`config.mk`:
```
export PLATFORM = sky130hd
export DESIGN_NAME = reg_count_mod
export DESIGN_NICKNAME = d
export VERILOG_FILES = /design/src/rtl/reg_count_mod_pkg.sv /design/src/rtl/reg_count_mod_step_n.sv /design/src/rtl/reg_count_mod.sv
export SDC_FILE = /design/constraint.sdc
export NUM_CORES = 1
export LEC_CHECK = 0
export CELL_PAD_IN_SITES_DETAIL_PLACEMENT = 1
export CELL_PAD_IN_SITES_GLOBAL_PLACEMENT = 2
export CORE_MARGIN = 4
export CORE_UTILIZATION = 24
export DETAILED_ROUTE_END_ITERATION = 16
export PLACE_DENSITY_LB_ADDON = 0.12
export SYNTH_ARGS = -nofsm -noshare
export SYNTH_HDL_FRONTEND = slang
export SYNTH_HIERARCHICAL = 1
export SYNTH_SLANG_ARGS = --single-unit
```
`constraint.sdc`:
```
create_clock -name clk -period 2 [get_ports clk]
set_input_delay 0.4 -clock clk [delete_from_list [all_inputs] [get_ports clk]]
set_output_delay 0.4 -clock clk [all_outputs]
set_load 0.02 [all_outputs]
```
`src/rtl/reg_count_mod_pkg.sv`:
```
// Shared definitions for the parametrised counter register and its step unit.
package reg_count_mod_pkg;

  localparam logic DIR_UP    = 1'b1;
  localparam logic DIR_DN    = 1'b0;
  localparam logic MODE_WRAP = 1'b0;
  localparam logic MODE_SAT  = 1'b1;

  localparam int WIDTH_MIN = 2;
  localparam int WIDTH_MAX = 16;

endpackage

```
`src/rtl/reg_count_mod_step_n.sv`:
```
// WIDTH-bit increment/decrement by one; carry/borrow out is dropped.
module step_n
  import reg_count_mod_pkg::*;
#(
  parameter int WIDTH = 4
) (
  input  logic [WIDTH-1:0] A,
  input  logic             dir,
  output logic [WIDTH-1:0] S
);

  localparam logic [WIDTH-1:0] ONE = {{(WIDTH-1){1'b0}}, 1'b1};

  assign S = (dir == DIR_UP) ? A + ONE : A - ONE;

endmodule

```
`src/rtl/reg_count_mod.sv`:
```
// Up/down counter register with load, programmable terminal value,
// wrap/saturate mode, terminal-count strobe and sticky overflow flag.
module reg_count_mod
  import reg_count_mod_pkg::*;
#(
  parameter int          WIDTH     = 4,
  parameter int unsigned RESET_VAL = 0
) (
  input  logic             clk,
  input  logic             rstn,
  input  logic             en,
  input  logic             load,
  input  logic [WIDTH-1:0] loadVal,
  input  logic             dir,
  input  logic             sat,
  input  logic [WIDTH-1:0] maxVal,
  input  logic             clrOvf,
  output logic [WIDTH-1:0] Q,
  output logic             tc,
  output logic             ovf
);

  generate
    if (WIDTH < WIDTH_MIN || WIDTH > WIDTH_MAX || RESET_VAL >= (32'd1 << WIDTH)) begin : g_bad_param
      $error("reg_count_mod: illegal WIDTH or RESET_VAL");
    end
  endgenerate

  localparam logic [WIDTH-1:0] RST_Q = RESET_VAL[WIDTH-1:0];

  logic [WIDTH-1:0] stepped;
  logic [WIDTH-1:0] q_nxt;
  logic             ovf_nxt;
  logic             at_top;
  logic             at_zero;
  logic             above;

  step_n #(.WIDTH(WIDTH)) u_step (
    .A   (Q),
    .dir (dir),
    .S   (stepped)
  );

  assign at_top  = (Q >= maxVal);
  assign at_zero = (Q == '0);
  assign above   = (Q > maxVal);

  // Terminal event: the edge at the end of this cycle wraps or saturates.
  assign tc = en & ~load & ((dir == DIR_UP) ? at_top : at_zero);

  always_comb begin
    q_nxt   = Q;
    ovf_nxt = ovf;
    if (load) begin
      q_nxt   = (loadVal > maxVal) ? maxVal : loadVal;
      ovf_nxt = 1'b0;
    end else begin
      if (en) begin
        if (dir == DIR_UP) begin
          if (at_top) q_nxt = (sat == MODE_SAT) ? maxVal : '0;
          else        q_nxt = stepped;
        end else begin
          // A shrunken maxVal snaps a down-count back into range first.
          if (above)        q_nxt = maxVal;
          else if (at_zero) q_nxt = (sat == MODE_SAT) ? '0 : maxVal;
          else              q_nxt = stepped;
        end
      end
      if (tc)          ovf_nxt = 1'b1;
      else if (clrOvf) ovf_nxt = 1'b0;
    end
  end

  always_ff @(posedge clk or negedge rstn) begin
    if (!rstn) begin
      Q   <= RST_Q;
      ovf <= 1'b0;
    end else begin
      Q   <= q_nxt;
      ovf <= ovf_nxt;
    end
  end

endmodule

```
Yosys cells after proc, flatten, opt, wreduce, memory -nomap -nowiden
Cells that the tools add are included.

word-level totals
  input bits = 15
  RAM bits = 0
  ROM bits = 0
  register bits = 5
  latch bits = 0
  logic and storage cells = 27
  memories = 0

operators by class
  eq/ne operators = 0
  $lt $le $gt $ge = 3
  reduce and logical (&&, ||, !) cells = 3
  multiply operators = 0
  mux-type cells = 14
  $add $sub $neg = 2
  shift operators = 0
  divide/modulo/power cells = 0
  bitwise operators = 3

operators by type and width
  operator               number
  $mux W4                10
  $gt A4 B4 Y1           2
  $add A4 B1 Y4 const B  1
  $ge A4 B4 Y1           1
  $logic_not A4 Y1       1
  $mux W1                4
  $sub A4 B1 Y4 const B  1
  $reduce_bool A3 Y1     1
  $and A1 B1 Y1          2
  $reduce_bool A2 Y1     1
  $not A1 Y1             1

Depth between registers and ports, before layout
  depth in word-level cells = 7
  depth in mapped cells = 9
  depth with buffers taken out = 9

By module
The synthesis kept the hierarchy.

by module, submodules not included
  module         times used  area each (µm²)  cells each
  reg_count_mod  1           650.6            80
  step_n         1           95.1             10

Least setup slack after synthesis
No wires, ideal clock.

  path kind = register to output
  start = reg Q[0]
  end = out tc
  arrival = 1.732 ns
  cell stages (with the launch flop) = 5
  setup slack = -0.132 ns
  data required time = 1.600 ns
  buffers on the path = 1
  path through = dfrtp_1 -> or4_1 -> buf_2 -> nor2b_1 -> a211oi_2

between the ends
  longest elaborated chain between the ends = 3
  elaborated cells between the ends (all ways) = 4
  those cells by class = 1 x order compare; 1 x mux; 1 x bitwise; 1 x reduce/logical

RTL lines
  what                                              line                                      text
  start, declared                                   reg_count_mod.sv:18                       output logic [WIDTH-1:0] Q,
  start signal, assigned                            reg_count_mod.sv:79                       Q <= q_nxt;
  $ge A4 B4 Y1 or $logic_not A4 Y1 (tied branches)  reg_count_mod.sv:44, reg_count_mod.sv:45
  $mux W1 *                                         reg_count_mod.sv:49                       assign tc = en & ~load & ((dir == DIR_UP) ? at_top : at_zero);
  $and A1 B1 Y1 *                                   reg_count_mod.sv:49
  end, declared                                     reg_count_mod.sv:19                       output logic tc,

Every way passes the cells marked *; elsewhere a longest branch is shown, timed or not.

Final worst setup path
  start = reg Q[1]
  end = out tc

Same word-level chain as after synthesis.

==> impl_metrics.ini <==
[run_status]
status = finished with violations
violations = negative setup slack

[power_and_ir_drop]
p_sw_uw = 438
power_frac_clock = 0.107
power.internal_uw = 636
vdd_ir_drop_max_mv = 0.205
p_leak_uw = 0.000659
p_comb_frac = 0.747
power_switching_share = 0.408
pwr-share-seq = 0.146
power_density_nw_per_um2 = 727

[routing]
wl_per_cell_um = 17.7
vias = 875
drt_iter0_markers = 29
drtAntennaViolNets = 0
dr.pass1.iters = 4
routed_via_density = 5.15
drc = 0
routed_wl_mm = 3.00

[critical_path]
critPathBufInv = 1
cpMaxStageDelayCell = or4_4
cpPeakStageDelay_ns = 0.56
cp_data_arrival_time_ns = 1.74
crit_path_end_kind = output pin
path_class = reg -> out
critPathTopFamily = simple AND/OR/NAND/NOR gates
critical_path.cell_chain = or4_4 > nor2b_4 > a211oi_4 > buf_6
startpoint_type = register
cp.required_ns = 1.60
cp_max_fo = 4

[synth]
synth_seq_cells = 5
netlist.area_leader.share = 0.168
synthesis.area_sq_um = 746
synth_fp_nets = 116
yosysWarnings = 6
synth_cell_types = 29
yosysSeqAreaShare = 0.168
synthCells = 90
synth.area.top_cells = dfrtp_1, ha_1, a221o_1
syn_avg_cell_area_sq_um = 8.29
yosysTopAreaCell = dfrtp_1

[timing]
slew_headroom = 0.801
final.setup_skew_ns = 0.00334
fin_crit_sh = 1.07
slew_violations = 0
rsz0062_at_grt = true
worstMarginPinSlew_ns = 0.296
finalWorstSetupSlack_ns = -0.144
hold_viol = 0
period_minus_slack_ns = 2.14
setup_violations = 4
max_freq_mhz = 467

[cts]
clk_latency_ns = 0.24
clk_path_buf_depth = 2
htreeDepth = 1
path_clk_slew_ns = 0.04
numCtsBuffers = 3
cts-root-buf = clkbuf_4
cts_tree = yes
cts.sinks = 5

[finish]
postLayoutCoreUtil = 0.518
drive_gt1_frac = 0.576
nNetsFinal = 166
final_common_cell = buf_4
final_area_sq_um = 1480
layout_common_cells = buf_4, clkdlybuf4s50_1, nand2_1
area_growth_pct = 98.0
n_antenna_cell = 0

[die]
coreArea_sq_um = 2850
die_area_sq_um = 4060
num_rows = 19
initial_core_util = 0.261
die_width_um = 63.7
ios = 21
die_h_um = 63.7

[job]
max_cap_violations = 0

[grt]
grt_pass1_wl_mm = 4.62
grt_max_degree = 14
grt.total_usage = 0.142
antenna_found_initial = 0
grt-ovfl-total = 0
grt_pass1_vias = 949

[placed_design]
gp_congestion = 0.798
io_buffers = 20
placed_cell_area_sq_um = 1160
hpwl_mm = 2.22

[hold_path]
worstHoldPathType = in -> async
## cells by family (layout without fill, tap and decap cells)
kind of cell	Yosys count	after routing	synth area share
mux	7	7	0.0990
simple gates	26	26	0.183
xor+xnor	3	3	0.0352
compound gates	28	28	0.267
fa+ha+maj	11	11	0.195
flops	5	5	0.168
buf+inv	10	59	0.0537
## worst register-to-register path, cell delays in order, from the launching register on
cell      delay [ns]
dfrtp_2         0.44
buf_6           0.14
buf_4           0.13
fa_2            0.34
xor2_1          0.16
nand2b_1        0.15
mux2i_1         0.18
a211oi_2        0.07
a221o_1         0.27
## synthesized netlist by cell type, drive strengths merged
| cell | instances |
|---|---|
| ha | 10 |
| nand2 | 10 |
| o21ai | 8 |
| inv | 7 |
| a211oi | 5 |
| dfrtp | 5 |
| nand2b | 5 |
| nor2 | 5 |
| a221o | 4 |
| a31oi | 4 |
| mux2i | 4 |
| a21oi | 3 |
| mux2 | 3 |
| nor2b | 3 |
| a21o | 2 |
| buf | 2 |
| nand4 | 2 |
| xnor2 | 2 |
| clkinv | 1 |
| fa | 1 |
| o211a | 1 |
| o21a | 1 |
| or4 | 1 |
| xor2 | 1 |
## routing by layer
metal	global-route usage	share of wire
met1	0.169	0.43
met5	0	0
met2	0.265	0.54
met4	0.0350	0.0083
met3	0.0210	0.022
## final cells by class
type                            count  area [sq um]
Fill cell                         332          1380
Multi-Input combinational cell     75           840
Timing Repair Buffer               47           408
Sequential cell                     5           130
Tap cell                           31          38.8
Inverter                            8          33.8
Clock buffer                        4          26.3
## path summary, 6_finish.rpt
kind / startpoint / endpoint / slack, ns / depth (start not counted)
min reg2reg: ovf$_DFFE_PN0P_ / ovf$_DFFE_PN0P_ / 0.48 / 1
max: Q[1]$_DFFE_PN0P_ / tc / -0.14 / 4
min: rstn / ovf$_DFFE_PN0P_ / 0.39 / 1
max reg2reg: Q[1]$_DFFE_PN0P_ / Q[2]$_DFFE_PN0P_ / -0.01 / 8
min in group clk: ovf$_DFFE_PN0P_ / ovf$_DFFE_PN0P_ / 0.48 / 1
max in group asynchronous: rstn / Q[2]$_DFFE_PN0P_ / 1.39 / 1
## sequential cells by signal (all words and copies together) (netlist names)
signal  cells
Q           4
ovf         1
## through the flow
stage | power (uW) | setup WS, ns | cells | TNS, ns | hold WS (ns)
2_1_floorplan | 471 | 0.00441 | 90 | 0 | 0.104
3_3_place_gp | 696 | -0.872 | 162 | -3.81 | 0.460
3_5_place_dp | 712 | -0.938 | 162 | -4.13 | 0.470
4_1_cts | 914 | -0.146 | 167 | -0.497 | 0.389
5_1_grt | 1150 | -0.189 | 170 | -0.428 | 0.411
6_report | 1070 | -0.144 | 170 | -0.173 | 0.390
## power groups by stage
stage / combinational, uW / clock [uW] / sequential, uW
floorplan: 298 / 0 / 173
global placement: 549 / 0 / 147
detailed placement: 565 / 0 / 147
CTS: 642 / 119 / 153
global route: 863 / 126 / 158
finish: 802 / 115 / 156
## repair_timing
| action | in CTS | in global routing |
|---|---|---|
| pin swaps | 15 | 13 |
| gates resized for setup | 39 | 29 |
| buffers inserted | 1 | 3 |
| hold buffers | 0 | 0 |
| endpoints found under the setup margin | 5 | 5 |
(Power assumes the default switching activity.)
